===== src/rtl/ahb_mul_accel.sv =====
// ahb_mul_accel: AHB-Lite slave WIDTH x WIDTH shift-add multiplier.
// Signed or unsigned mode, fixed latency of WIDTH+2 cycles, sticky DONE bit and
// a level interrupt (DONE & IRQ_EN).
// Optional feature macro: MUL_ACCEL_ACCUMULATE_EN (CTRL.ACC, RES accumulate,
// RES_LO write clears RES while idle).
//
// state  | meaning
// -------+---------------------------------------------------------------
// IDLE   | waiting for a START write; register writes accepted
// LOAD   | capture operand magnitudes and sign, clear partial product
// RUN    | one multiplier bit per cycle, WIDTH cycles
// FIN    | apply sign, write or accumulate RES, set DONE
module ahb_mul_accel #(
    parameter int WIDTH = 16
) (
    input  logic        AHB_HCLK,
    input  logic        AHB_HRESET,
    input  logic        AHB_HSEL,
    input  logic [1:0]  AHB_HTRANS,
    input  logic        AHB_HWRITE,
    input  logic [31:0] AHB_HADDR,
    input  logic [31:0] AHB_HWDATA,
    input  logic [2:0]  AHB_HBURST,
    input  logic [3:0]  AHB_HPROT,
    input  logic [2:0]  AHB_HSIZE,
    input  logic        AHB_HMASTLOCK,
    input  logic [3:0]  AHB_HMASTER,
    output logic [31:0] AHB_HRDATA,
    output logic        AHB_HREADY,
    output logic [1:0]  AHB_HRESP,
    output logic        MUL_IRQ
);

    localparam int PW = 2 * WIDTH;

    typedef enum logic [1:0] {S_IDLE, S_LOAD, S_RUN, S_FIN} state_t;

    state_t            state;
    logic [15:0]       ap_addr;
    logic              ap_write;
    logic              ap_sel;
    logic              ap_trans;
    logic              wr_en;
    logic              rd_en;
    logic              sel_opa, sel_opb, sel_ctrl, sel_reslo, sel_reshi;

    logic [WIDTH-1:0]  opa;
    logic [WIDTH-1:0]  opb;
    logic              signed_mode;
    logic              irq_en;
    logic              acc_mode;
    logic              done;
    logic              busy;
    logic [PW-1:0]     res;
    logic [63:0]       res_ext;

    logic [PW-1:0]     mcand;
    logic [WIDTH-1:0]  mplier;
    logic [PW-1:0]     pprod;
    logic              neg;
    logic [5:0]        cnt;

    logic [WIDTH-1:0]  mag_a;
    logic [WIDTH-1:0]  mag_b;
    logic [PW-1:0]     prod_final;

    // Pins this slave does not use; folded here so they are visibly consumed.
    logic unused_sig;
    assign unused_sig = ^{AHB_HTRANS[0], AHB_HADDR[31:16], AHB_HWDATA, AHB_HBURST,
                          AHB_HPROT, AHB_HSIZE, AHB_HMASTLOCK, AHB_HMASTER};

    assign AHB_HREADY = 1'b1;
    assign AHB_HRESP  = 2'b00;
    assign MUL_IRQ    = done & irq_en;
    assign busy       = (state != S_IDLE);

    assign wr_en     = ap_trans & ap_sel & ap_write;
    assign rd_en     = ap_trans & ap_sel & ~ap_write;
    assign sel_opa   = (ap_addr == 16'h0000);
    assign sel_opb   = (ap_addr == 16'h0004);
    assign sel_ctrl  = (ap_addr == 16'h0008);
    assign sel_reslo = (ap_addr == 16'h000C);
    assign sel_reshi = (ap_addr == 16'h0010);

    // Operand magnitudes; the signed minimum maps onto itself, which is the
    // correct unsigned magnitude 2^(WIDTH-1).
    assign mag_a = (signed_mode && opa[WIDTH-1]) ? (~opa + WIDTH'(1)) : opa;
    assign mag_b = (signed_mode && opb[WIDTH-1]) ? (~opb + WIDTH'(1)) : opb;
    assign prod_final = neg ? (~pprod + PW'(1)) : pprod;

`ifndef MUL_ACCEL_ACCUMULATE_EN
    assign acc_mode = 1'b0;
`endif

    // Register the address phase; the data phase follows one cycle later.
    always_ff @(posedge AHB_HCLK) begin
        if (AHB_HRESET) begin
            ap_addr  <= '0;
            ap_write <= 1'b0;
            ap_sel   <= 1'b0;
            ap_trans <= 1'b0;
        end else begin
            ap_addr  <= AHB_HADDR[15:0];
            ap_write <= AHB_HWRITE;
            ap_sel   <= AHB_HSEL;
            ap_trans <= AHB_HTRANS[1];
        end
    end

    // Sequencer plus register file: writes land only in IDLE, except DONE clear.
    always_ff @(posedge AHB_HCLK) begin
        if (AHB_HRESET) begin
            state       <= S_IDLE;
            opa         <= '0;
            opb         <= '0;
            signed_mode <= 1'b0;
            irq_en      <= 1'b0;
`ifdef MUL_ACCEL_ACCUMULATE_EN
            acc_mode    <= 1'b0;
`endif
            done        <= 1'b0;
            res         <= '0;
            mcand       <= '0;
            mplier      <= '0;
            pprod       <= '0;
            neg         <= 1'b0;
            cnt         <= '0;
        end else begin
            // DONE clear while busy; a FIN set below overrides it.
            if (busy && wr_en && sel_ctrl && AHB_HWDATA[1])
                done <= 1'b0;

            case (state)
                S_IDLE: begin
                    if (wr_en && sel_opa)
                        opa <= AHB_HWDATA[WIDTH-1:0];
                    if (wr_en && sel_opb)
                        opb <= AHB_HWDATA[WIDTH-1:0];
                    if (wr_en && sel_ctrl) begin
                        signed_mode <= AHB_HWDATA[3];
                        irq_en      <= AHB_HWDATA[4];
`ifdef MUL_ACCEL_ACCUMULATE_EN
                        acc_mode    <= AHB_HWDATA[5];
`endif
                        if (AHB_HWDATA[1] || AHB_HWDATA[0])
                            done <= 1'b0;
                        if (AHB_HWDATA[0])
                            state <= S_LOAD;
                    end
`ifdef MUL_ACCEL_ACCUMULATE_EN
                    if (wr_en && sel_reslo)
                        res <= '0;
`endif
                end
                S_LOAD: begin
                    mcand  <= {{WIDTH{1'b0}}, mag_a};
                    mplier <= mag_b;
                    neg    <= signed_mode & (opa[WIDTH-1] ^ opb[WIDTH-1]);
                    pprod  <= '0;
                    cnt    <= '0;
                    state  <= S_RUN;
                end
                S_RUN: begin
                    if (mplier[0])
                        pprod <= pprod + mcand;
                    mcand  <= mcand << 1;
                    mplier <= mplier >> 1;
                    cnt    <= cnt + 6'd1;
                    if (cnt == 6'(WIDTH - 1))
                        state <= S_FIN;
                end
                S_FIN: begin
                    res   <= acc_mode ? (res + prod_final) : prod_final;
                    done  <= 1'b1;
                    state <= S_IDLE;
                end
                default: state <= S_IDLE;
            endcase
        end
    end

    // Zero-extend RES to 64 bits so RES_HI reads 0 for narrow widths.
    always_comb begin
        res_ext          = '0;
        res_ext[PW-1:0]  = res;
    end

    // Read mux, driven during the data phase of a read.
    always_comb begin
        AHB_HRDATA = '0;
        if (rd_en) begin
            if (sel_opa)
                AHB_HRDATA = 32'(opa);
            else if (sel_opb)
                AHB_HRDATA = 32'(opb);
            else if (sel_ctrl)
                AHB_HRDATA = {26'd0, acc_mode, irq_en, signed_mode, busy, done, 1'b0};
            else if (sel_reslo)
                AHB_HRDATA = res_ext[31:0];
            else if (sel_reshi)
                AHB_HRDATA = res_ext[63:32];
            else
                AHB_HRDATA = 32'hFFFF_FFFF;
        end
    end

endmodule


===== config.mk =====
export PLATFORM = sky130hd
export DESIGN_NAME = ahb_mul_accel
export DESIGN_NICKNAME = d
export VERILOG_FILES = /design/src/rtl/ahb_mul_accel.sv
export SDC_FILE = /design/constraint.sdc
export NUM_CORES = 1
export LEC_CHECK = 0
export ABC_AREA = 1
export CORE_MARGIN = 2
export CORE_UTILIZATION = 40
export DETAILED_ROUTE_END_ITERATION = 12
export PLACE_DENSITY = 0.67
export SYNTH_ARGS = -nofsm -noshare
export SYNTH_HDL_FRONTEND = slang
export SYNTH_SLANG_ARGS = --single-unit

===== constraint.sdc =====
create_clock -name AHB_HCLK -period 2.85 [get_ports AHB_HCLK]
set_clock_uncertainty 0.2 [all_clocks]
set_input_delay 0.4275 -clock AHB_HCLK [delete_from_list [all_inputs] [get_ports AHB_HCLK]]
set_output_delay 0.4275 -clock AHB_HCLK [all_outputs]
set_load 0.005 [all_outputs]

After elaboration in Yosys (flattened, before gate mapping). Cells that the tools add are included.

Word-level logic and storage cells: 83. Input bits: 85. Output and inout bits: 36. Register bits after elaboration: 175.

Bitwise operators: 10. Add/sub/neg operators: 5. Reductions and logical operators: 18. Muxes and demuxes: 22. Eq/ne operators: 12.

Operator list (count): $mux W32 (8); $pmux W32 S2 (2); $add A16 B1 Y16 const B (2); $add A32 B1 Y32 const B (1); $add A32 B32 Y32 (1); $eq A16 B4 Y1 const B (2); $mux W16 (2); $not A16 Y16 (2); $not A32 Y32 (1); $pmux W16 S2 (1); $eq A16 B3 Y1 const B (1); $eq A16 B5 Y1 const B (1); $logic_not A16 Y1 (1); $pmux W6 S2 (1); $logic_and A1 B1 Y1 (8); $ne A2 B2 Y1 const B (4); $pmux W2 S4 (1); $reduce_and A2 Y1 (4); $add A6 B1 Y6 const B (1); $eq A6 B4 Y1 const B (1); $mux W2 (3); $and A1 B1 Y1 (5); $eq A2 B2 Y1 const B (2); $reduce_bool A2 Y1 (2); 8 further kinds (10).

Depth between registers and ports, before layout. Gate-level depths: netlist of the first run.

Word-level depth: 9. Mapped depth: 14. Mapped depth without buffers: 13.

Least setup slack after synthesis of the first run. Ideal clock, no wire load.

Path kind: reg2reg. Start point: reg pprod[0]. End point: reg pprod[28]. Arrival: 1.706 ns. Cell stages (with the launch flop): 14. Slack: 0.812 ns. Buffers on the path: 0. Required time: 2.518 ns. Clock period less this slack: 2.038 ns. Setup time: 0.132 ns. Path through: dfxtp_1 > ha_1 > inv_1 > fa_1 > inv_1 > nand3_1 > nand3_1 > nand3_1 > nand3_1 > nand2_1 > nand2_1 > nand2_1 > nand3_1 > a21oi_1.

Longest elaborated chain between the ends: 3.

Ends and longest elaborated chain: from (decl) (line 59) `logic [PW-1:0] pprod;`; from (signal assigned) (line 165) `pprod <= pprod + mcand;`; $add A32 B32 Y32 (line 165); $mux W32 (line 164) `if (mplier[0])`; $pmux W32 S2 (line 133) `case (state)`.

No other way between the ends. The select of a mux whose other input is x is not followed. A chain may end at the register's enable or synchronous reset.

Worst setup path in the final report of the first run.
Start point: reg ap_addr[1]. End point: out AHB_HRDATA[5].

Longest elaborated chain between the ends: 7.

Ends and longest elaborated chain: from (decl) (line 39) `logic [15:0] ap_addr;`; from (signal assigned) (line 103) `ap_addr <= AHB_HADDR[15:0];`; $eq A16 B5 Y1 (line 83) `assign sel_reshi = (ap_addr == 16'h0010);`; $mux W32 (line 200) `else if (sel_reshi)`; $mux W32 (line 198) `else if (sel_reslo)`; $mux W32 (line 196) `else if (sel_ctrl)`; $mux W32 (line 194) `else if (sel_opb)`; $mux W32 * (line 192) `if (sel_opa)`; $mux W32 * (line 191) `if (rd_en) begin`; to (decl) (line 28) `output logic [31:0] AHB_HRDATA,`.

Every way passes the cells marked *; elsewhere a longest branch is shown, timed or not.

==> results of run 1 <==
-- state kept, by name (all words and copies together) (netlist names), 2 cells and up --
name     flops
res         32
pprod       32
cnt          6
mplier      16
mcand       32
opa         16
ap_addr     16
state        2
opb         16
-- layer usage --
layer / track usage / routed length [µm] / up-vias
met3: 0.0328 / 2350 / 45
li1: - / - / 5897
met2: 0.380 / 15000 / 397
met4: 0.0650 / 766 / 0
met1: 0.330 / 15800 / 5286
met5: 0 / 0 / -
-- worst max-delay path, cell delays in order, from the launching register on --
cell           delay (ns)
dfxtp_1              0.31
or2_4                0.27
nor2_4               0.12
nand4_1              0.16
nand2_2              0.13
clkinvlp_4           0.12
buf_4                0.14
buf_4                0.14
o21ai_0              0.09
nor2_1               0.08
dlygate4sd2_1        0.26
-- worst paths after layout --
kind,endpoint,cells after the start,start,slack (ns)
max,AHB_HRDATA[5],10,ap_addr[1]$_SDFF_PP0_,-0.03
max reg2reg,pprod[31]$_SDFFE_PP0P_,12,pprod[3]$_SDFFE_PP0P_,0.46
min reg2reg,mplier[15]$_SDFFE_PP0P_,2,mplier[15]$_SDFFE_PP0P_,0.27
min,ap_addr[3]$_SDFF_PP0_,2,AHB_HRESET,0.19
-- kinds of logic (layout without fill, tap and decap cells) --
family,Yosys count,in the layout
fa+ha+maj,40,40
buf+inv,384,471
simple gates,803,805
compound gates,365,365
xor+xnor,11,11
other cells,2,3
flops,175,175
-- cell usage in the layout, fill, tap and decap left out, types with 17 or more instances in the layout --
cell | Yosys | routed
a21oi_1 | 169 | 168
nand4_1 | 17 | 17
dlygate4sd2_1 | 0 | 17
a31oi_1 | 22 | 19
clkbuf_16 | 0 | 17
buf_4 | 5 | 48
ha_1 | 39 | 39
o21ai_0 | 102 | 100
nor3_1 | 24 | 24
inv_1 | 309 | 306
nand2_1 | 429 | 426
dfxtp_1 | 175 | 175
nand3_1 | 135 | 133
clkdlybuf4s50_1 | 0 | 36
nor2_1 | 163 | 160
o22ai_1 | 26 | 26
-- layout make-up --
class / instances / area, µm² / area share
inverters: 316 / 1200 / 0.0915
clock inverters: 15 / 146 / 0.0112
well taps: 372 / 465 / 0.0356
multi-input cells: 1224 / 6250 / 0.479
repair buffers: 123 / 1080 / 0.0823
flip-flops and latches: 175 / 3500 / 0.268
clock buffers: 17 / 425 / 0.0326
-- power by group --
part	internal [mW]	switching, mW	leakage (nW)
combinational	0.101	0.119	4.55
clock	1.16	1.13	0.279
sequential	2.46	0.00543	1.41
-- stage by stage --
stage	util	worst slack (ns)	power (mW)
global route	0.482	-0.116	5.11
global placement	0.449	0.146	2.71
CTS	0.480	-0.0785	5.00
finish	0.482	-0.0350	4.97
detailed placement	0.449	0.0915	2.71
floorplan	-	0.812	2.61
-- repair_timing --
action                     in CTS  in global routing
gates resized for setup        72                 27
setup endpoints to repair      32                 32
pin swaps                      10                 15
buffers inserted               16                  8
cloned                          2                  0
==> summary.txt, run 1 <==
Clock network
  • Root buffer cell: clkbuf_16
  • CTS clk-pin slew, worst paths: roughly 0.080 ns
  • H-tree Lvls: 4
  • Clock Latency Late Sink: 0.44 ns
  • CTS Hold Bufs: 0
  • TritonCTS Sinks: ~180
  • Bufs on Longest Clock Path: 2
  • Num CTS Buffers: 17
  • CTS tree: built

Timing
  • Setup repair after global routing missed its margin: true
  • Slew @ Worst Pin: 0.604 ns
  • Slew HR: 0.595
  • Worst Hold Margin: a little under 0.2 ns
  • Slew Viols, Final: 0
  • Fmax: around 350 MHz
  • Hold Vio Cnt, Final: 0
  • Setup TNS: -0.0771 ns
  • Period minus WS final: just under 3 ns
  • Setup WS post-layout: -0.0350 ns
  • Period utilization: 1.01
  • # setup viols final: 4

Detailed routing
  • Router iterations before antenna repair: 5
  • Ratio of routed vias to standard cells: slightly above 5
  • Total number of vias: about 12000
  • Final ANT Viol Nets: 0
  • WL per Instance: roughly 15 µm
  • Final wirelength: 33900 µm
  • Drt drc: 0
  • DRT iter0 DRCs: ~900

GRT
  • Largest net degree at the start of global routing: between 50 and 60
  • Grt total ovfl: 0
  • Initial antenna violation count: 0
  • Number of global-route vias before repair: 10600
  • Global-route wire length before repair: around 54000 µm
  • GR Util All Layers: 0.236

Yosys
  • Synth Area in XOR/XNOR: 0.00868
  • Synth Warn #: 0
  • Number of flops mapped to enable cells by yosys: 0
  • Top-area cell type share of the netlist area: 0.316
  • Mux contribution to synthesized area: 0
  • Synth Area in Compound Gates: 0.183
  • Area leader, netlist: dfxtp_1
  • Syn Inst Count: 1780
  • Yosys reg bits: approximately 180
  • Main synth FF type: dfxtp_1
  • Sequential fraction of the synthesis area: 0.316
  • Ys async rst share: 0
  • Area contributors post-synth: dfxtp_1 (32%), nand2_1 (15%), inv_1 (10%), a21oi_1 (7.6%), nand3_1 (6.1%)
  • Cell area after synthesis: around 11000 µm²
  • Post-Synth Adder-Cell Area: 0.0458
  • Cell with the most instances after synthesis: nand2_1
  • Main combinational cell family by area after synthesis: simple AND/OR/NAND/NOR gates
  • Synth top cells by count: nand2_1 (429), inv_1 (309), dfxtp_1 (175)
  • Synth unique cells: 46
  • Syn avg cell area: 6.23 µm²
  • Simple-gate share of the synthesized area: 0.310

Worst setup path
  • Crit path arrival time: ~2.3 ns
  • Crit-path max FO: 7
  • Crit path kind: flop to primary output
  • CP Launch Type: flop
  • Critical path endpoint category: primary output
  • Data required, critical path: ~2.2 ns

Layout
  • Layout Nets: roughly 2000
  • Fill cells: roughly 2800
  • Share of cells above drive strength 1: 0.0834
  • Diodes inserted: 0
  • Post-Layout Inst Area: roughly 13000 µm²
  • P&R area growth vs syn: 17.7%
  • Final cell count without fillers: about 2200

Place
  • Dpl cell area: ~12000 µm²
  • Port-buffer cells: around 70
  • Dpl hpwl: 24900 µm
  • Routability cong.: between 0.9 and 1
  • Placed insts: about 2200

Die
  • Die width: 171 µm
  • Area of the core: about 27000 µm²
  • Initial Util: 0.410
  • Die extent in y: between 150 and 200 µm
  • Die area: ~29000 µm²
  • FP Rows: 60
  • # IOs: ~120

Hold path
  • Hold WC Path Type: primary input to flop

Power and ir drop
  • Pleak: 6.24 nW
  • Pwr Density: ~380 nW/µm²
  • Max VDD drop: 409 µV

Outcome
  • Status: finished with violations
  • Failing checks: negative setup slack

Run
  • Max-capacitance violation count: 0
(Power assumes the default switching activity.)
==> inputs of run 2 (changes only) <==
--- a/config.mk
+++ b/config.mk
@@ -9,7 +9,6 @@
 export CORE_MARGIN = 2
 export CORE_UTILIZATION = 40
 export DETAILED_ROUTE_END_ITERATION = 12
-export PLACE_DENSITY = 0.67
 export SYNTH_ARGS = -nofsm -noshare
 export SYNTH_HDL_FRONTEND = slang
 export SYNTH_SLANG_ARGS = --single-unit
==> summary.txt, run 2 (synthesis gave the netlist of run 1 again) <==
Power and ir drop
  • Pwr Density: 383 nW/µm² (+0.85%)
  • Max VDD drop: 384 µV (-6.1%)
  • Pleak: 6.33 nW (+1.4%)

Outcome
  • Status: finished with violations
  • Failing checks: negative setup slack

Die
  • Initial Util: 0.410 (unchanged)
  • FP Rows: 60 (unchanged)
  • # IOs: 121 (unchanged)
  • Die area: 29100 µm² (unchanged)
  • Die width: 171 µm (unchanged)
  • Area of the core: 27100 µm² (unchanged)
  • Die extent in y: 171 µm (unchanged)

GRT
  • GR Util All Layers: 0.241 (+0.00503)
  • Initial antenna violation count: 0 (unchanged)
  • Number of global-route vias before repair: 10400 (-1.6%)
  • Largest net degree at the start of global routing: 52 (unchanged)
  • Global-route wire length before repair: 54800 µm (+0.63%)
  • Grt total ovfl: 0 (unchanged)

Layout
  • Diodes inserted: 0 (unchanged)
  • Footprint of the multi-input gates: 6250 µm² (-0.10%)
  • Post-Layout Inst Area: 13100 µm² (+0.43%)
  • Layout Nets: 1983 (+0.050%)
  • P&R area growth vs syn: 18.3%
  • Most frequent cells in the layout: nand2_1 (427), inv_1 (307), dfxtp_1 (172), a21oi_1 (168), nor2_1 (157)
  • Fill cells: 2869 (+3.5%)
  • Most common library cell in the layout ignoring fill and taps: nand2_1
  • Largest registers: mcand x32, pprod x32, res x32
  • Reg area: 3510 µm² (+0.11%)
  • Share of cells above drive strength 1: 0.0823 (-0.00111)

Worst setup path
  • CP Launch Type: flop
  • RR Endpoint: pprod[23]$_SDFFE_PP0P_
  • Crit path arrival time: 2.23 ns (-0.03 ns)
  • R2R depth: 12 (unchanged)
  • CP endpoint: AHB_HRDATA[10]
  • Crit. Startpoint: ap_addr[1]$_SDFF_PP0_
  • Crit path kind: flop to primary output
  • Critical path endpoint category: primary output
  • RR Startpoint: pprod[3]$_SDFFE_PP0P_
  • R2R setup slack: 0.31 ns (-0.15 ns)
  • Crit-path max FO: 14 (+7)
  • Data required, critical path: 2.22 ns (about the same)

Place
  • Dpl hpwl: 25800 µm (+3.7%)
  • Routability cong.: 0.918 (-2.7%)
  • Dpl cell area: 12200 µm² (+0.12%)
  • Pre-CTS WS: 0.228 ns (+0.137 ns)
  • Port-buffer cells: 69 (unchanged)

Clock network
  • TritonCTS Sinks: 175 (unchanged)
  • H-tree Lvls: 4 (unchanged)
  • CTS Hold Bufs: 0 (unchanged)
  • Clock Latency Late Sink: 0.44 ns (about the same)
  • CTS tree: built
  • Bufs on Longest Clock Path: 2 (unchanged)
  • CTS clk-pin slew, worst paths: 0.08 ns (about the same)
  • Num CTS Buffers: 17 (unchanged)
  • Root buffer cell: clkbuf_16

Timing
  • Slew HR: 0.516 (-0.0788)
  • Setup WS post-layout: -0.00678 ns (+0.0282 ns)
  • Period utilization: 1.00 (-0.00989)
  • Period minus WS final: 2.86 ns (-0.0282 ns)
  • Hold Vio Cnt, Final: 0 (unchanged)
  • Fmax: 350 MHz (+0.99%)
  • Slew Viols, Final: 0 (unchanged)
  • # setup viols final: 1 (-3)
  • Setup repair after global routing missed its margin: true
  • Slew @ Worst Pin: 0.726 ns (+0.122 ns)

Detailed routing
  • Router iterations before antenna repair: 6 (+1)
  • DRT iter0 DRCs: 980 (+11%)
  • Ratio of routed vias to standard cells: 5.12 (-1.2%)
  • Total number of vias: 11500 (-1.2%)
  • WL per Instance: 15.5 µm (+2.3%)
  • Final ANT Viol Nets: 0 (unchanged)
  • Final wirelength: 34700 µm (+2.3%)
  • Drt drc: 0 (unchanged)

Run
  • Max-capacitance violation count: 0 (unchanged)

Hold path
  • Hold WC Path Type: primary input to flop
run 2: worst min-delay path by stage:
stage | from | end | slack [ns] | cells past startpoint
floorplan | res[10]$_SDFFE_PP0P_ | res[10]$_SDFFE_PP0P_ | 0.24 | 2
global placement | mplier[15]$_SDFFE_PP0P_ | mplier[15]$_SDFFE_PP0P_ | 0.26 | 2
detailed placement | mplier[15]$_SDFFE_PP0P_ | mplier[15]$_SDFFE_PP0P_ | 0.26 | 2
CTS | AHB_HRESET | ap_addr[10]$_SDFF_PP0_ | 0.20 | 2
global route | AHB_HRESET | ap_addr[2]$_SDFF_PP0_ | 0.21 | 2
finish | AHB_HRESET | ap_addr[10]$_SDFF_PP0_ | 0.20 | 2
run 2: routing by layer:
layer | routed length [µm] | part of all wire | vias up | track usage
met1 | 16700 | 0.48 | 5214 | 0.348
met3 | 2350 | 0.068 | 37 | 0.0407
met2 | 15000 | 0.43 | 340 | 0.370
li1 | - | - | 5895 | -
met5 | 0 | 0 | - | 0
met4 | 654 | 0.019 | 0 | 0.0639
run 2: layout make-up:
cell class | instances | share of cell area
Clock inverter | 13 | 0.0107
Sequential cell | 175 | 0.267
Tap cell | 372 | 0.0355
Multi-Input combinational cell | 1223 | 0.476
Inverter | 316 | 0.0910
Clock buffer | 19 | 0.0345
Timing Repair Buffer | 125 | 0.0850
run 2: timing repair:
item / CTS / global route
setup endpoints to repair: 32 / 17
gates resized for setup: 52 / 36
endpoints found under the hold margin: 0 / 0
pin swaps: 11 / 9
gates cloned: 1 / 0
buffers inserted: 16 / 7
run 2: worst max-delay path, stage by stage, from the launching register on:
cell	delay (ns)
dfxtp_1	0.30
or2_4	0.26
nor2_4	0.17
nand3_1	0.12
nand2_2	0.10
inv_2	0.05
buf_4	0.18
o21ai_0	0.09
nor2_1	0.07
clkdlybuf4s50_1	0.44
run 2: per-stage QoR:
step | setup TNS (ns) | total power [mW] | cells | hold slack [ns] | utilization
after CTS | -0.317 | 5.07 | 2236 | 0.195 | 0.480
after global routing | -0.251 | 5.19 | 2243 | 0.209 | 0.484
final | -0.00678 | 5.03 | 2243 | 0.203 | 0.484
after global placement | 0 | 2.71 | 2187 | 0.255 | 0.450
after floorplan | 0 | 2.61 | 1781 | 0.244 | -
after detailed placement | 0 | 2.71 | 2187 | 0.260 | 0.450
run 2: where the power goes:
group / leakage [nW] / total (mW) / internal [mW] / switching (mW)
Combinational: 4.62 / 0.214 / 0.0974 / 0.116
Sequential: 1.41 / 2.46 / 2.46 / 0.00525
Clock: 0.289 / 2.36 / 1.22 / 1.14
==> RTL edit, RTL diff (settings of run 1) <==
The option `MUL_ACCEL_ACCUMULATE_EN` is turned on by a define.
--- a/src/rtl/ahb_mul_accel.sv
+++ b/src/rtl/ahb_mul_accel.sv
@@ -12,2 +12,4 @@
 // FIN    | apply sign, write or accumulate RES, set DONE
+`define MUL_ACCEL_ACCUMULATE_EN
+
 module ahb_mul_accel #(
Function: changed (Yosys sat finds a counterexample within 4 cycles, from zero or initial values and one cycle with AHB_HRESET high).
==> RTL edit against run 1 <==
- the flow still finishes with violations (setup timing)
- sequential share of layout area decreased by 7.8 points
- critical path depth is 11 higher
- sequential cell count is 1 higher
- count of clock-buffer cells in the layout up 2
- worst hold slack improved by 0.080 ns
- routed wire length grew 41%
- global-route usage grew 3.3 points
- setup slack lost 0.22 ns
- first-iteration DRC count up 66%
- register-to-register slack worse by 0.71 ns
- synthesized area grew 20%
- cell area rose by 42%
- critical path type is now reg2reg
Power is not compared: it rests on default switching activity, and its combinational part moved more than twofold at a synthesized area within 25%.
==> RTL edit: results (changes against run 1) <==
metric	value	unit	change
post-place-ws	-0.5499	ns	-0.6414 ns
hold_slack	0.2723	ns	+0.08004 ns
reg2reg_depth	21		+9
cts_setup_buffers	38		+22
hp-start	mplier[15]		
setup_slack	-0.2519	ns	-0.2169 ns
place_inst	2800		+28%
critPathArrivalTime	3.27	ns	+1.01 ns
finalWeightedCongestion	0.9630		+2.1%
hpwl	33.24	mm	+34%
setup_violations	28		+24
status	finished with violations		
slowest_stage	dfxtp_2		
avgSynthCellArea	6.150	sq um	-1.4%
grt_pass1_wl	74.32	mm	+37%
crit_end	res[22]		
synth_adder_area_share	0.07460		+0.02883
finalWirelength	47.76	mm	+41%
placed_cell_area	15750	sq um	+29%
stdcell_count	2900		+29%
firstDrtPassIters	11		+6
first_global_vias	14790		+40%
r2r-start	pprod[1]		
drtIter0Drc	1468		+66%
hp-class	reg2reg		
grt_max_degree	131		+150%
synth_cell_type_count	51		+11%
fin_nets	2608		+32%
violations	setup timing		
synth-seq-area-share	0.2652		-0.05044
[RTL edit: final cells by class]
cell class / instances / area [sq um] / area share
Multi-Input combinational cell: 1634 / 9990 / 0.5379
Sequential cell: 176 / 3535 / 0.1903
Timing Repair Buffer: 340 / 2834 / 0.1526
Inverter: 276 / 1040 / 0.05599
Tap cell: 442 / 553.0 / 0.02978
Clock buffer: 19 / 452.9 / 0.02439
Clock inverter: 13 / 167.7 / 0.009028
[RTL edit: power groups by stage]
stage	registers [mW]	logic [mW]	clock network, mW
finish	2.52	1.49	2.53
global route	2.52	1.62	2.66
CTS	2.52	1.41	2.56
detailed placement	2.57	1.31	0
global placement	2.57	1.29	0
floorplan	2.57	0.775	0
[RTL edit: routing by layer]
layer / track usage / part of all wire / up-vias
li1: - / - / 7681
met3: 0.03699 / 0.058 / 113
met1: 0.3497 / 0.44 / 7415
met5: 0 / 0 / -
met4: 0.09984 / 0.040 / 0
met2: 0.4546 / 0.46 / 536
